===== src/rtl/blend_sequencer_if.sv =====
// Signal bundle between blend_sequencer and its pixel source, VRAM ports and blend datapath.
// slave = the sequencer side, master = the environment that feeds and serves it.
interface blend_sequencer_if #(
  parameter int ADDRW = 19
) ();
  logic             in_valid;
  logic             in_ready;
  logic [ADDRW-1:0] in_addr;
  logic [7:0]       in_r;
  logic [7:0]       in_g;
  logic [7:0]       in_b;
  logic             in_stp;
  logic             in_transparent;
  logic             in_noblend;
  logic [1:0]       cfg_mode;
  logic             cfg_checkmask;
  logic             cfg_forcemask;

  logic             rd_req;
  logic [ADDRW-1:0] rd_addr;
  logic             rd_ack;
  logic             rd_valid;
  logic [15:0]      rd_data;

  logic [4:0]       bl_bg_r;
  logic [4:0]       bl_bg_g;
  logic [4:0]       bl_bg_b;
  logic [7:0]       bl_px_r;
  logic [7:0]       bl_px_g;
  logic [7:0]       bl_px_b;
  logic             bl_stp;
  logic             bl_transp;
  logic             bl_noblend;
  logic [1:0]       bl_mode;
  logic [7:0]       bl_r;
  logic [7:0]       bl_g;
  logic [7:0]       bl_b;

  logic             wr_req;
  logic [ADDRW-1:0] wr_addr;
  logic [15:0]      wr_data;
  logic             wr_ack;

  logic             busy;
  logic [15:0]      drop_cnt;

  modport slave (
    input  in_valid, in_addr, in_r, in_g, in_b, in_stp, in_transparent, in_noblend,
    input  cfg_mode, cfg_checkmask, cfg_forcemask,
    output in_ready,
    output rd_req, rd_addr,
    input  rd_ack, rd_valid, rd_data,
    output bl_bg_r, bl_bg_g, bl_bg_b, bl_px_r, bl_px_g, bl_px_b,
    output bl_stp, bl_transp, bl_noblend, bl_mode,
    input  bl_r, bl_g, bl_b,
    output wr_req, wr_addr, wr_data,
    input  wr_ack,
    output busy, drop_cnt
  );

  modport master (
    output in_valid, in_addr, in_r, in_g, in_b, in_stp, in_transparent, in_noblend,
    output cfg_mode, cfg_checkmask, cfg_forcemask,
    input  in_ready,
    input  rd_req, rd_addr,
    output rd_ack, rd_valid, rd_data,
    input  bl_bg_r, bl_bg_g, bl_bg_b, bl_px_r, bl_px_g, bl_px_b,
    input  bl_stp, bl_transp, bl_noblend, bl_mode,
    output bl_r, bl_g, bl_b,
    input  wr_req, wr_addr, wr_data,
    output wr_ack,
    input  busy, drop_cnt
  );
endinterface


===== src/rtl/blend_sequencer.sv =====
// Single-pixel read-blend-write sequencer for VRAM semi-transparency.
// Define BLEND_SEQ_SKIPREAD_EN to skip the background read when the pixel needs no background.
//
// state  | meaning
// IDLE   | ready for a pixel; transparent pixels are dropped here
// RDREQ  | background read requested, waiting for rd_ack
// RDWAIT | waiting for rd_valid; mask-protected targets are dropped here
// BLEND  | blend datapath result captured into wr_data
// WRITE  | VRAM write requested, waiting for wr_ack
module blend_sequencer #(
  parameter int ADDRW = 19
) (
  input logic         clk,
  input logic         i_nrst,
  blend_sequencer_if.slave bus
);

  typedef enum logic [2:0] {IDLE, RDREQ, RDWAIT, BLEND, WRITE} state_t;

  state_t           r_state;
  state_t           w_next;
  logic [ADDRW-1:0] r_addr;
  logic [7:0]       r_px_r;
  logic [7:0]       r_px_g;
  logic [7:0]       r_px_b;
  logic             r_stp;
  logic             r_transp;
  logic             r_noblend;
  logic [1:0]       r_mode;
  logic             r_checkmask;
  logic             r_forcemask;
  logic [15:0]      r_bg;
  logic [15:0]      r_wr_data;
  logic [15:0]      r_drop_cnt;

  logic w_accept;
  logic w_discard;
  logic w_need_bg;
  logic w_bg_return;
  logic w_mask_skip;

  always_comb begin
    w_next      = r_state;
    w_accept    = (r_state == IDLE) && bus.in_valid;
    w_discard   = w_accept && bus.in_transparent && !bus.in_stp;
`ifdef BLEND_SEQ_SKIPREAD_EN
    w_need_bg   = (bus.in_stp && !bus.in_noblend) || bus.cfg_checkmask;
`else
    w_need_bg   = 1'b1;
`endif
    w_bg_return = (r_state == RDWAIT) && bus.rd_valid;
    w_mask_skip = w_bg_return && r_checkmask && bus.rd_data[15];
    case (r_state)
      IDLE:    if (w_accept && !w_discard) w_next = w_need_bg ? RDREQ : BLEND;
      RDREQ:   if (bus.rd_ack) w_next = RDWAIT;
      RDWAIT:  if (bus.rd_valid) w_next = w_mask_skip ? IDLE : BLEND;
      BLEND:   w_next = WRITE;
      WRITE:   if (bus.wr_ack) w_next = IDLE;
      default: w_next = IDLE;
    endcase
  end

  always_ff @(posedge clk) begin
    if (!i_nrst) r_state <= IDLE;
    else         r_state <= w_next;
  end

  always_ff @(posedge clk) begin
    if (!i_nrst) begin
      r_addr      <= '0;
      r_px_r      <= '0;
      r_px_g      <= '0;
      r_px_b      <= '0;
      r_stp       <= 1'b0;
      r_transp    <= 1'b0;
      r_noblend   <= 1'b0;
      r_mode      <= '0;
      r_checkmask <= 1'b0;
      r_forcemask <= 1'b0;
      r_bg        <= '0;
      r_wr_data   <= '0;
      r_drop_cnt  <= '0;
    end else begin
      // Background starts at zero; only a completed read replaces it.
      if (w_accept) begin
        r_addr      <= bus.in_addr;
        r_px_r      <= bus.in_r;
        r_px_g      <= bus.in_g;
        r_px_b      <= bus.in_b;
        r_stp       <= bus.in_stp;
        r_transp    <= bus.in_transparent;
        r_noblend   <= bus.in_noblend;
        r_mode      <= bus.cfg_mode;
        r_checkmask <= bus.cfg_checkmask;
        r_forcemask <= bus.cfg_forcemask;
        r_bg        <= '0;
      end
      if (w_bg_return) r_bg <= bus.rd_data;
      if (r_state == BLEND)
        r_wr_data <= {r_stp | r_forcemask, bus.bl_b[7:3], bus.bl_g[7:3], bus.bl_r[7:3]};
      if ((w_discard || w_mask_skip) && (r_drop_cnt != 16'hFFFF))
        r_drop_cnt <= r_drop_cnt + 16'd1;
    end
  end

  assign bus.in_ready   = (r_state == IDLE);
  assign bus.busy       = (r_state != IDLE);
  assign bus.rd_req     = (r_state == RDREQ);
  assign bus.rd_addr    = r_addr;
  assign bus.wr_req     = (r_state == WRITE);
  assign bus.wr_addr    = r_addr;
  assign bus.wr_data    = r_wr_data;
  assign bus.drop_cnt   = r_drop_cnt;

  assign bus.bl_bg_r    = r_bg[4:0];
  assign bus.bl_bg_g    = r_bg[9:5];
  assign bus.bl_bg_b    = r_bg[14:10];
  assign bus.bl_px_r    = r_px_r;
  assign bus.bl_px_g    = r_px_g;
  assign bus.bl_px_b    = r_px_b;
  assign bus.bl_stp     = r_stp;
  assign bus.bl_transp  = r_transp;
  assign bus.bl_noblend = r_noblend;
  assign bus.bl_mode    = r_mode;

endmodule


===== src/flat_wrapper.sv =====
// flat-port wrapper written by rule: the top's interface ports become plain ports
module blend_sequencer_flat 
#(
  parameter int ADDRW = 19
)
  (clk, i_nrst, bus_in_valid, bus_in_addr, bus_in_r, bus_in_g, bus_in_b, bus_in_stp, bus_in_transparent, bus_in_noblend, bus_cfg_mode, bus_cfg_checkmask, bus_cfg_forcemask, bus_in_ready, bus_rd_req, bus_rd_addr, bus_rd_ack, bus_rd_valid, bus_rd_data, bus_bl_bg_r, bus_bl_bg_g, bus_bl_bg_b, bus_bl_px_r, bus_bl_px_g, bus_bl_px_b, bus_bl_stp, bus_bl_transp, bus_bl_noblend, bus_bl_mode, bus_bl_r, bus_bl_g, bus_bl_b, bus_wr_req, bus_wr_addr, bus_wr_data, bus_wr_ack, bus_busy, bus_drop_cnt);
  blend_sequencer_if #(.ADDRW(ADDRW)) bus_i ();
  input logic clk;
  input logic i_nrst;
  input wire logic [$bits(bus_i.in_valid)-1:0] bus_in_valid;
  input wire logic [$bits(bus_i.in_addr)-1:0] bus_in_addr;
  input wire logic [$bits(bus_i.in_r)-1:0] bus_in_r;
  input wire logic [$bits(bus_i.in_g)-1:0] bus_in_g;
  input wire logic [$bits(bus_i.in_b)-1:0] bus_in_b;
  input wire logic [$bits(bus_i.in_stp)-1:0] bus_in_stp;
  input wire logic [$bits(bus_i.in_transparent)-1:0] bus_in_transparent;
  input wire logic [$bits(bus_i.in_noblend)-1:0] bus_in_noblend;
  input wire logic [$bits(bus_i.cfg_mode)-1:0] bus_cfg_mode;
  input wire logic [$bits(bus_i.cfg_checkmask)-1:0] bus_cfg_checkmask;
  input wire logic [$bits(bus_i.cfg_forcemask)-1:0] bus_cfg_forcemask;
  output wire logic [$bits(bus_i.in_ready)-1:0] bus_in_ready;
  output wire logic [$bits(bus_i.rd_req)-1:0] bus_rd_req;
  output wire logic [$bits(bus_i.rd_addr)-1:0] bus_rd_addr;
  input wire logic [$bits(bus_i.rd_ack)-1:0] bus_rd_ack;
  input wire logic [$bits(bus_i.rd_valid)-1:0] bus_rd_valid;
  input wire logic [$bits(bus_i.rd_data)-1:0] bus_rd_data;
  output wire logic [$bits(bus_i.bl_bg_r)-1:0] bus_bl_bg_r;
  output wire logic [$bits(bus_i.bl_bg_g)-1:0] bus_bl_bg_g;
  output wire logic [$bits(bus_i.bl_bg_b)-1:0] bus_bl_bg_b;
  output wire logic [$bits(bus_i.bl_px_r)-1:0] bus_bl_px_r;
  output wire logic [$bits(bus_i.bl_px_g)-1:0] bus_bl_px_g;
  output wire logic [$bits(bus_i.bl_px_b)-1:0] bus_bl_px_b;
  output wire logic [$bits(bus_i.bl_stp)-1:0] bus_bl_stp;
  output wire logic [$bits(bus_i.bl_transp)-1:0] bus_bl_transp;
  output wire logic [$bits(bus_i.bl_noblend)-1:0] bus_bl_noblend;
  output wire logic [$bits(bus_i.bl_mode)-1:0] bus_bl_mode;
  input wire logic [$bits(bus_i.bl_r)-1:0] bus_bl_r;
  input wire logic [$bits(bus_i.bl_g)-1:0] bus_bl_g;
  input wire logic [$bits(bus_i.bl_b)-1:0] bus_bl_b;
  output wire logic [$bits(bus_i.wr_req)-1:0] bus_wr_req;
  output wire logic [$bits(bus_i.wr_addr)-1:0] bus_wr_addr;
  output wire logic [$bits(bus_i.wr_data)-1:0] bus_wr_data;
  input wire logic [$bits(bus_i.wr_ack)-1:0] bus_wr_ack;
  output wire logic [$bits(bus_i.busy)-1:0] bus_busy;
  output wire logic [$bits(bus_i.drop_cnt)-1:0] bus_drop_cnt;
  assign bus_i.in_valid = bus_in_valid;
  assign bus_i.in_addr = bus_in_addr;
  assign bus_i.in_r = bus_in_r;
  assign bus_i.in_g = bus_in_g;
  assign bus_i.in_b = bus_in_b;
  assign bus_i.in_stp = bus_in_stp;
  assign bus_i.in_transparent = bus_in_transparent;
  assign bus_i.in_noblend = bus_in_noblend;
  assign bus_i.cfg_mode = bus_cfg_mode;
  assign bus_i.cfg_checkmask = bus_cfg_checkmask;
  assign bus_i.cfg_forcemask = bus_cfg_forcemask;
  assign bus_in_ready = bus_i.in_ready;
  assign bus_rd_req = bus_i.rd_req;
  assign bus_rd_addr = bus_i.rd_addr;
  assign bus_i.rd_ack = bus_rd_ack;
  assign bus_i.rd_valid = bus_rd_valid;
  assign bus_i.rd_data = bus_rd_data;
  assign bus_bl_bg_r = bus_i.bl_bg_r;
  assign bus_bl_bg_g = bus_i.bl_bg_g;
  assign bus_bl_bg_b = bus_i.bl_bg_b;
  assign bus_bl_px_r = bus_i.bl_px_r;
  assign bus_bl_px_g = bus_i.bl_px_g;
  assign bus_bl_px_b = bus_i.bl_px_b;
  assign bus_bl_stp = bus_i.bl_stp;
  assign bus_bl_transp = bus_i.bl_transp;
  assign bus_bl_noblend = bus_i.bl_noblend;
  assign bus_bl_mode = bus_i.bl_mode;
  assign bus_i.bl_r = bus_bl_r;
  assign bus_i.bl_g = bus_bl_g;
  assign bus_i.bl_b = bus_bl_b;
  assign bus_wr_req = bus_i.wr_req;
  assign bus_wr_addr = bus_i.wr_addr;
  assign bus_wr_data = bus_i.wr_data;
  assign bus_i.wr_ack = bus_wr_ack;
  assign bus_busy = bus_i.busy;
  assign bus_drop_cnt = bus_i.drop_cnt;
  blend_sequencer #(.ADDRW(ADDRW)) u_core (.clk(clk), .i_nrst(i_nrst), .bus(bus_i));
endmodule

===== config.mk =====
export PLATFORM = sky130hd
export DESIGN_NAME = blend_sequencer_flat
export DESIGN_NICKNAME = d
export VERILOG_FILES = /design/src/rtl/blend_sequencer_if.sv /design/src/rtl/blend_sequencer.sv /design/src/flat_wrapper.sv
export SDC_FILE = /design/constraint.sdc
export NUM_CORES = 1
export LEC_CHECK = 0
export BUFFER_PORTS_ARGS = -buffer_cell sky130_fd_sc_hd__buf_2
export CAP_MARGIN = 20
export CELL_PAD_IN_SITES_DETAIL_PLACEMENT = 1
export CELL_PAD_IN_SITES_GLOBAL_PLACEMENT = 2
export CORE_AREA = 2 2 134 136
export CTS_CLUSTER_SIZE = 20
export DETAILED_ROUTE_END_ITERATION = 10
export DIE_AREA = 0 0 136 138
export PLACE_DENSITY = 0.78
export SLEW_MARGIN = 20
export SYNTH_ARGS = -nofsm -noshare
export SYNTH_HDL_FRONTEND = slang
export SYNTH_SLANG_ARGS = --single-unit

===== constraint.sdc =====
create_clock -name clk -period 2.3 [get_ports clk]
set_input_delay 0.345 -clock clk [delete_from_list [all_inputs] [get_ports clk]]
set_output_delay 0.345 -clock clk [all_outputs]
set_load 0.01 [all_outputs]

# == Yosys cells after proc, flatten, opt, wreduce, memory -nomap -nowiden ==
# Index checks and enable logic that the tools add are counted.
# classes
add_sub_neg,1
n_eq_ne,9
reduce_logical,15
bitwise_logic,1
muxes,8
# ops
operator,count
2-to-1 mux 15 bit,2
adder 16 x 1 -> 16 bit (second input constant),1
!= test 16 bit (second input constant),1
case mux 3 bit (5 select lines),1
2-to-1 mux 3 bit,4
logical AND 1 bit,8
== test 3 x 2 -> 1 bit (second input constant),2
!= test 2 x 1 -> 1 bit (second input constant),3
AND reduction 4 bit,1
== test 3 x 1 -> 1 bit (second input constant),1
== test 3 bit (second input constant),1
zero test 3 bit,1
nonzero test 3 bit,1
zero test 1 bit,2
2-to-1 mux 2 bit,1
!= test 2 bit (second input constant),1
nonzero test 2 bit,1
logical OR 1 bit,1
OR 1 bit,1
# word_totals
output_inout_bits,118
word_cells,48
register_bits,100
in_bits,96

# == Longest topological paths before layout ==
# Gate-level depths: netlist of run 1.
# logic_depth
depth_word,8
ltp_mapped,7
depth_no_buf,5

# == Least setup slack after synthesis of run 1 ==
# OpenSTA, ideal clock, no wires.
# synth_path
path_kind,register -> register
start,register u_core.r_drop_cnt[4] (netlist: u_core.bus.drop_cnt[4])
end,register u_core.r_drop_cnt[13] (netlist: u_core.bus.drop_cnt[13])
synth_period_minus_slack_ns,1.920
path_stages_with_launch,8
arrival_ns,1.804
n_path_buf,2
slack_ns,0.380
required_time_ns,2.184
path_cell_list,dfxtp_1 > and3_1 > clkbuf_1 > and4_1 > clkbuf_1 > a311oi_4 > a21oi_1 > a31o_2
# synth_between
elab_chain_cells,2
elab_cells_between_ends,3
# synth_lines
item,line_no,source
start: declaration,blend_sequencer.sv:34,logic [15:0] r_drop_cnt;
start signal: assignment,blend_sequencer.sv:102,r_drop_cnt <= r_drop_cnt + 16'd1;
"parallel branches: the longest is 2 deep, another holds adder 16 x 1 -> 16 bit",-,
# Several ways; the timed one is not identified.
# A chain may end at the register's enable or synchronous reset.

# == Worst setup path in the final report of run 1 ==
# layout_path
start,register u_core.r_state[0]
end,register u_core.r_drop_cnt[2] (netlist: u_core.bus.drop_cnt[2])
# layout_between
elab_chain_cells,6
elab_cells_between_ends,10
# layout_lines
item,line_no,source
start: declaration,blend_sequencer.sv:20,state_t r_state;
start signal: assignment,blend_sequencer.sv:65,else r_state <= w_next;
== test 3 x 2 -> 1 bit / zero test 3 bit (equally long branches),"blend_sequencer.sv:51, blend_sequencer.sv:44",
"logical AND 1 bit, on equally long branches","blend_sequencer.sv:51, blend_sequencer.sv:44",
"logical AND 1 bit, on equally long branches (2 in series)","blend_sequencer.sv:52, blend_sequencer.sv:45",
logical OR 1 bit (*),blend_sequencer.sv:101,if ((w_discard || w_mask_skip) && (r_drop_cnt != 16'hFFFF))
logical AND 1 bit (*),blend_sequencer.sv:101,
# Mark *: on every way between the ends. The rest lies on a longest branch, timed or not.

==> impl_metrics.yaml, run 1 <==
pwr:
  pwr-share-comb_pct: 30.4
  switchingPower_mw: 1.85
  finalPower_mw: 5.30
  peakVddDrop_mv: 0.409
  internal-power_mw: 3.45
  p_sw_share_pct: 34.8
  leakage_nw: 2.51
  p_seq_share_pct: 40.0
  p_clk_share_pct: 29.6
  power_density_nw_per_um2: 980
die:
  row_count: 49
  die_x_um: 136
  die_h_um: 138
  start_util_pct: 22.5
  dieArea_sq_um: 18800
  io-pin-count: 214
  coreArea_sq_um: 17500
worst_setup_path:
  cp-end-kind: "flip-flop"
  required_ps: 2540
  path_max_fanout: 8
  reg2reg_depth: 5
  arrival_ps: 2300
  rrSetupSlack_ps: 240
  path_class: "reg2reg"
  timing.rr.start: "u_core.r_state[0]"
  timing.rr.end: "u_core.bus.drop_cnt[2]"
  crit_path_start_kind: "flip-flop"
yosys:
  syn-num-nets: 580
  synth_warnings: 0
  synth_cell_types: 39
  synth_edf_count: 0
  ys_seq_area_share_pct: 50.7
  syn_area_per_cell_sq_um: 8.17
  async_flop_share_pct: 0
  synthFlopType: "dfxtp_1"
  ys_seq_elements: 100
  synth_area_sq_um: 3950
  syn_inst: 483
hold_path:
  hold_class: "in2reg"
  hold_path_end: "u_core.bus.wr_data[7]"
  hold_start: "bus_bl_g[5]"
  hold_depth: 3
global_routing:
  grtUsageTotal_pct: 13.4
  grt_start_max_net_pins: 56
  gr-total-overflow: 0
  grt_pass1_vias: 3999
  grt_pass1_wl_um: 20100
  antenna_found_initial: 1
clock_network:
  cts_buffer_depth: 2
  clk_latency_ps: 350
  postCtsResizedCells: 0
  postCtsSetupBuffers: 0
  cts_tree: "done"
  hold_buffers: 0
  cts_made_buffers: 9
  cts_sinks: 100
  cts_htree_levels: 3
  clock-root-buffer: "clkbuf_16"
  clkTransAtPathRegs_ps: 80
place:
  gp_congestion: 0.784
  portBuffers: 204
  hpwl_um: 9400
  placed_cells: 873
  place_area_sq_um: 5100
  place_ws_ps: 103
routing:
  avgViaCountPerCell: 4.45
  drt_iter0_markers: 109
  ant_nets: 0
  drt_drc_violations_left: 0
  drt_pre_antenna_iters: 4
  routedWlPerCell_um: 14.3
  routed_wl_um: 12700
  dr_total_vias: 3960
final_layout:
  drive_gt1_share_pct: 36.1
  fillers: 2175
  nNetsFinal: 752
  final_area_sq_um: 5410
  mostFrequentLayoutCells: "buf_2, nand2_1, dfxtp_1"
  mostFrequentLayoutCell: "buf_2"
  syn_to_final_growth_pct: 37.1
  fin_cells: 890
sta:
  finalCritPeriodShare_pct: 89.7
  period_needed_ps: 2060
  rsz0062_at_grt: "false"
  tns_ps: 0
  final_max_slew_viol_count: 0
  fin_ws_ps: 236
  tightest_slew_ps: 686
  hold_viol_final: 0
  slew-limit-headroom_pct: 54.3
  clock.fmax_mhz: 485
  clock_skew_ps: 9.36
  setup_viol: 0
flow_run:
  drv_cap: 0
status:
  outcome: "completed"
worst max-delay path by stage:
stage	startpoint	end	slack, ps	cells after the start
floorplan	u_core.bus.drop_cnt[4]	u_core.bus.drop_cnt[13]	380	7
global placement	bus_rd_valid	u_core.bus.drop_cnt[5]	240	7
global route	u_core.r_state[0]	u_core.bus.drop_cnt[2]	30	5
finish	u_core.r_state[0]	u_core.bus.drop_cnt[2]	240	5
detailed placement	bus_rd_valid	u_core.bus.drop_cnt[2]	100	6
CTS	u_core.r_state[0]	u_core.bus.drop_cnt[2]	190	5
Yosys cell counts (4+ instances only):
| library cell | instances | area [sq um] |
|---|---|---|
| nand2_1 | 140 | 526 |
| dfxtp_1 | 100 | 2000 |
| a21oi_1 | 71 | 355 |
| clkbuf_1 | 30 | 113 |
| nor2_1 | 29 | 109 |
| buf_4 | 19 | 143 |
| a22oi_1 | 15 | 113 |
| nand2b_1 | 8 | 50.1 |
| mux2i_1 | 6 | 60.1 |
| nand3_1 | 6 | 30.0 |
| xnor2_1 | 5 | 43.8 |
| and2_1 | 4 | 25.0 |
| and3_1 | 4 | 25.0 |
| inv_1 | 4 | 15.0 |
| nand4_1 | 4 | 25.0 |
| nor3_1 | 4 | 20.0 |
flip-flops by register name, indices dropped and copies added (netlist names), 2 cells and up:
register             count
u_core.bus.wr_data      16
u_core.bus.bl_px_g       8
u_core.r_state           3
u_core.bus.drop_cnt     16
u_core.bus.bl_mode       2
u_core.r_bg             15
u_core.bus.bl_px_b       8
u_core.bus.bl_px_r       8
u_core.bus.rd_addr      19
power groups by stage:
stage	Sequential, mW	Combinational, mW	Clock (mW)
after floorplan	2.24	0.940	0
after global placement	2.14	1.60	0
after detailed placement	2.16	1.66	0
after CTS	2.12	1.66	1.65
after global routing	2.15	1.82	1.72
final	2.12	1.61	1.57
metal layers:
metal  wire length [um]  track usage [%]  up-vias
met1               5370             15.8     1860
li1                   -                -     1932
met5                  0                0        -
met2               6140             22.9      152
met4                239             5.32        0
met3                955             3.67       16
cells by family after synthesis:
kind of cell | Yosys count | synth area share [%]
buf+inv | 57 | 7.32
xor+xnor | 5 | 1.11
mux | 6 | 1.52
simple gates | 210 | 23.0
fa+ha+maj | 1 | 0.317
flops | 100 | 50.7
compound gates | 104 | 16.0
critical path, stage by stage (launching register included):
cell      delay (ps)
dfxtp_1          350
nor4bb_2         390
a32oi_2          290
a31oi_1          540
a21boi_0         180
o21a_1           210
through the flow:
step	utilization, %	hold slack, ps
final	30.8	229
after global routing	30.8	213
after CTS	30.8	208
after detailed placement	29.1	448
after global placement	29.1	440
after floorplan	-	436
cell type report:
| cell class | instances | area (sq um) | area share [%] |
|---|---|---|---|
| clock inverters | 7 | 81.3 | 1.50 |
| flip-flops and latches | 100 | 2000 | 37.0 |
| inverters | 4 | 15.0 | 0.278 |
| clock buffers | 9 | 225 | 4.16 |
| multi-input cells | 326 | 1660 | 30.7 |
| well taps | 229 | 287 | 5.30 |
| repair buffers | 214 | 1130 | 21.0 |
| diodes | 1 | 2.50 | 0.0463 |
No activity file was read; power rests on OpenSTA's default activity.
==> run 2: changes to the inputs <==
Settings changed: ABC_AREA from default to 1, CORE_AREA 2 2 134 136 to 2 2 140 142, CTS_CLUSTER_DIAMETER from default to 60, DIE_AREA 0 0 136 138 to 0 0 142 144, HOLD_SLACK_MARGIN from default to 0.1.
==> impl_metrics.yaml, run 2 <==
yosys:
  syn_inst: 581
  yosysMostFrequentCell: "nor2_1"
  synthFlopType: "dfxtp_1"
  synthTopCellsByCount: "nor2_1, dfxtp_1, nand2_1, o21ai_0, nand3_1"
  synth_area_leader_cell: "dfxtp_1"
  ys_seq_elements: 100
  synth_top_area_share_pct: 46.9
  synth_warnings: 0
  syn-num-nets: 678
  syn_area_per_cell_sq_um: 7.35
  synth_edf_count: 0
  async_flop_share_pct: 0
  synth_cell_types: 28
  ys_seq_area_share_pct: 46.9
  synth_area_sq_um: 4270
  yosys-top-cells-area: "dfxtp_1, nor2_1, o21ai_0, nand2_1, nand3_1"
clock_network:
  cts_made_buffers: 9
  cts_buffer_depth: 2
  clock-root-buffer: "clkbuf_16"
  cts_sinks: 100
  clkTransAtPathRegs_ps: 80
  postCtsSetupBuffers: 0
  postCtsResizedCells: 0
  cts_htree_levels: 3
  clk_latency_ps: 350
  cts_tree: "done"
  hold_buffers: 0
sta:
  hold_viol_final: 0
  tightest_slew_ps: 503
  tns_ps: 0
  fin_ws_ps: 459
  finalCritPeriodShare_pct: 80.0
  clock_skew_ps: 7.67
  period_needed_ps: 1840
  clock.fmax_mhz: 543
  setup_viol: 0
  final_max_slew_viol_count: 0
  slew-limit-headroom_pct: 66.3
  rsz0062_at_grt: "false"
hold_path:
  hold_path_end: "u_core.bus.rd_addr[15]"
  hold_start: "bus_in_addr[15]"
  hold_class: "in2reg"
  hold_depth: 3
final_layout:
  mostFrequentLayoutCells: "buf_2, nor2_1, dfxtp_1"
  drive_gt1_share_pct: 32.5
  mostFrequentLayoutCell: "buf_2"
  final_area_sq_um: 5680
  largest_reg_flops: 19
  syn_to_final_growth_pct: 33.0
  nNetsFinal: 851
global_routing:
  gr-total-overflow: 0
  grt_pass1_wl_um: 22400
  grtUsageTotal_pct: 13.9
  grt_pass1_vias: 4352
  grt_start_max_net_pins: 57
  antenna_found_initial: 0
pwr:
  pwr-share-comb_pct: 31.0
  internal-power_mw: 3.46
  peakVddDrop_mv: 0.380
  p_clk_share_pct: 27.7
  power_density_nw_per_um2: 960
  leakage_nw: 2.68
  p_sw_share_pct: 36.6
  p_seq_share_pct: 41.3
  switchingPower_mw: 1.99
routing:
  avgViaCountPerCell: 4.38
  routed_wl_um: 14200
  dr_total_vias: 4373
  ant_nets: 0
  drt_pre_antenna_iters: 4
  routedWlPerCell_um: 14.2
  drt_drc_violations_left: 0
  drt_iter0_markers: 170
worst_setup_path:
  timing.rr.end: "u_core.r_forcemask"
  reg2reg_depth: 7
  required_ps: 1960
  path_max_fanout: 20
  crit_path_start_kind: "flip-flop"
  cp-end-kind: "primary output"
  path_class: "reg2out"
  arrival_ps: 1500
  timing.rr.start: "u_core.r_state[0]"
  rrSetupSlack_ps: 560
die:
  start_util_pct: 22.4
  coreArea_sq_um: 19100
  die_h_um: 144
  row_count: 51
  dieArea_sq_um: 20400
  io-pin-count: 214
  die_x_um: 142
status:
  outcome: "completed"
place:
  gp_congestion: 0.732
  hpwl_um: 10300
  portBuffers: 204
  place_area_sq_um: 5380
  place_ws_ps: 549
flow_run:
  drv_cap: 0
run 2: changes by cell type in the layout (fill, tap and decap cells not counted), sizes merged, moves of 6 or more:
cell	change
nand2	-74
nand2b	-8
nand3	+32
inv	+23
a22oi	-15
nor2	+126
mux2i	-6
a21oi	-37
o21ai	+69
nand4	+20
run 2: final cells by class:
cell class	instances	area (sq um)
inverters	28	105
clock inverters	6	53.8
repair buffers	215	1120
diodes	1	2.50
flip-flops and latches	100	2000
well taps	238	298
clock buffers	10	239
multi-input cells	400	1860
fillers	2413	13400
run 2: power by group through the flow:
stage / sequential (mW) / clock, mW / combinational [mW]
finish: 2.25 / 1.51 / 1.69
global route: 2.30 / 1.66 / 1.90
CTS: 2.26 / 1.59 / 1.73
detailed placement: 2.29 / 0 / 1.73
global placement: 2.28 / 0 / 1.71
floorplan: 2.43 / 0 / 0.937
run 2: worst max-delay path, stage by stage, from the launching register on:
cell     delay [ps]
dfxtp_1         400
inv_2           210
nor3_1          320
buf_2           210
run 2: logic make-up (layout without fill, tap and decap cells):
group | Yosys count | after routing | synth area share, %
AND/OR/NAND/NOR | 287 | 287 | 29.4
AO/OA/AOI/OAI | 106 | 106 | 12.5
flip-flops | 100 | 100 | 46.9
buffers and inverters | 81 | 259 | 9.64
XOR/XNOR | 6 | 6 | 1.23
adder cells (fa/ha/maj) | 1 | 1 | 0.293
other | 0 | 1 | 0
run 2: worst max path at each step:
stage,from,end,cells after the start
after floorplan,u_core.bus.drop_cnt[0],u_core.bus.drop_cnt[10],7
after global placement,u_core.r_state[0],u_core.bus.bl_stp,7
after detailed placement,u_core.r_state[0],u_core.bus.bl_stp,7
after CTS,u_core.r_state[0],bus_rd_req,3
after global routing,u_core.r_state[1],u_core.bus.drop_cnt[0],9
final,u_core.r_state[0],bus_rd_req,3
run 2: metrics by stage:
| step | utilization [%] | power, mW | hold slack (ps) | std cells |
|---|---|---|---|---|
| 6_report | 29.8 | 5.45 | 208 | 998 |
| 3_3_place_gp | 28.2 | 4.00 | 443 | 981 |
| 5_1_grt | 29.8 | 5.86 | 205 | 997 |
| 4_1_cts | 29.8 | 5.58 | 191 | 997 |
| 3_5_place_dp | 28.2 | 4.02 | 457 | 981 |
| 2_1_floorplan | - | 3.37 | 430 | 581 |
run 2: per-layer routing:
metal / up-vias / track usage (%) / share of wire (%)
met4: 0 / 5.05 / 1.7
li1: 2229 / - / -
met5: - / 0 / 0
met2: 122 / 23.5 / 46
met1: 2007 / 17.2 / 47
met3: 15 / 3.34 / 5.9
==> run 3: changes to the inputs <==
Settings changed: ABC_AREA 1 to 0, CORE_AREA 2 2 140 142 to 2 2 134 136, DIE_AREA 0 0 142 144 to 0 0 136 138.
Clock period 2.3 ns to 1.85 ns, I/O delays scaled along.
==> impl_metrics.yaml, run 3 (synthesized netlist as in run 1, its figures left out) <==
status:
  outcome: "completed"
clock_network:
  cts_htree_levels: 3
  clk_latency_ps: 340
  cts_made_buffers: 9
  clock-root-buffer: "clkbuf_16"
  cts_tree: "done"
  cts_buffer_depth: 2
  cts_sinks: 100
  clkTransAtPathRegs_ps: 70
final_layout:
  num_antenna_cells: 0
  largest_reg_flops: 19
  nNetsFinal: 776
  drive_gt1_share_pct: 38.9
  mostFrequentLayoutCells: "buf_2, nand2_1, dfxtp_1"
  mostFrequentLayoutCell: "buf_2"
  syn_to_final_growth_pct: 42.8
  post-route-util_pct: 32.1
  multi_input_area_sq_um: 1700
  register_area_sq_um: 2010
  fillers: 2163
worst_setup_path:
  slowest_stage: "nor4b_4"
  cp-end-kind: "flip-flop"
  crit_top_cell: "buf_6"
  required_ps: 2080
  crit_path_cell_trace: "buf_6 > nor4b_4 > a32oi_4 > a311oi_4 > buf_6 > nand4_1 > mux2i_1"
  slowest_delay_ps: 370
  path_max_fanout: 7
  crit_path_start_kind: "flip-flop"
  arrival_ps: 2060
  path_class: "reg2reg"
  path_buf_inv: 2
  cp_top_family: "simple AND/OR/NAND/NOR gates"
pwr:
  peakVddDrop_mv: 0.578
  leakage_nw: 2.64
  power_density_nw_per_um2: 1210
sta:
  hold_viol_final: 0
  tightest_slew_ps: 427
  setup_viol: 0
  final_max_slew_viol_count: 0
  clock.fmax_mhz: 547
  slew-limit-headroom_pct: 71.5
  rsz0062_at_grt: "true"
  clock_skew_ps: 5.15
  period_needed_ps: 1830
  finalCritPeriodShare_pct: 98.7
  fin_ws_ps: 23.3
die:
  row_count: 49
  dieArea_sq_um: 18800
  start_util_pct: 22.5
  io-pin-count: 214
  die_h_um: 138
  die_x_um: 136
  coreArea_sq_um: 17500
global_routing:
  grt_pass1_vias: 4142
  antenna_found_initial: 0
  grt_pass1_wl_um: 20800
  gr-total-overflow: 0
  grtUsageTotal_pct: 13.9
  grt_start_max_net_pins: 55
routing:
  ant_nets: 0
  dr_total_vias: 4003
  drt_iter0_markers: 69
  avgViaCountPerCell: 4.39
  drt_pre_antenna_iters: 4
  drt_drc_violations_left: 0
  routed_wl_um: 13200
  routedWlPerCell_um: 14.5
place:
  portBuffers: 204
  place_ws_ps: -67.0
  gp_congestion: 0.777
  hpwl_um: 9710
hold_path:
  hold_class: "in2reg"
flow_run:
  drv_cap: 0
==> run 3: cell count changes in the layout (fill, tap and decap cells not counted), moves of 19 or more <==
| cell | before | now |
|---|---|---|
| inv_1 | 23 | 3 |
| nand3_1 | 37 | 6 |
| buf_4 | 10 | 29 |
| o21ai_0 | 64 | 2 |
| a21oi_1 | 34 | 69 |
| nand2_1 | 64 | 140 |
| nor2_1 | 148 | 29 |
==> run 3: report_power, final <==
group / leakage, nW / internal, mW / switching, mW
Sequential: 0.815 / 2.46 / 0.189
Combinational: 1.67 / 0.871 / 1.28
Clock: 0.156 / 1.22 / 0.827
==> run 3: cell type report <==
class	count	area share, %
inverters	4	0.266
repair buffers	238	23.3
well taps	229	5.08
clock inverters	4	1.31
flip-flops and latches	100	35.6
clock buffers	11	4.31
multi-input cells	326	30.2
==> run 3: worst paths after layout <==
path | from | endpoint | slack (ps) | depth (start not counted)
worst max register to register | u_core.r_state[2] | u_core.bus.drop_cnt[11] | 20 | 7
worst max-delay path | u_core.r_state[2] | u_core.bus.drop_cnt[11] | 20 | 7
worst min register to register | u_core.bus.bl_px_g[1] | u_core.bus.bl_px_g[1] | 450 | 2
worst min-delay path | bus_in_g[7] | u_core.bus.bl_px_g[7] | 160 | 3
==> run 3: what timing repair did <==
action	CTS	global route
resized for setup	5	7
cloned	0	0
endpoints found under the setup margin	17	30
pin swaps	0	0
hold buffers	0	0
setup buffers	0	1
==> run 3: worst min-delay path: cells and delay by family <==
kind / cells / cell delay, ps
AO/OA/AOI/OAI: 1 / 50
buffers and inverters: 1 / 90
AND/OR/NAND/NOR: 1 / 50
==> run 3: metrics by stage <==
step                      instances  setup TNS (ps)  cell area (sq um)  power, mW  hold WS (ps)
after floorplan                 483           -7.70               3970       3.97           413
after global placement          896               0               5270       4.78           438
after detailed placement        896            -772               5270       4.87           448
after CTS                       911               0               5610       7.00           145
after global routing            912            -297               5640       7.31           158
final                           912               0               5640       6.85           162
==> run 3: per-layer routing <==
metal  part of all wire, %  up-vias  GRT usage, %
met3                   6.5       10          3.45
met2                    49      136          24.5
met1                    43     1875          16.1
li1                      -     1982             -
met5                     0        -             0
met4                   1.4        0          5.04
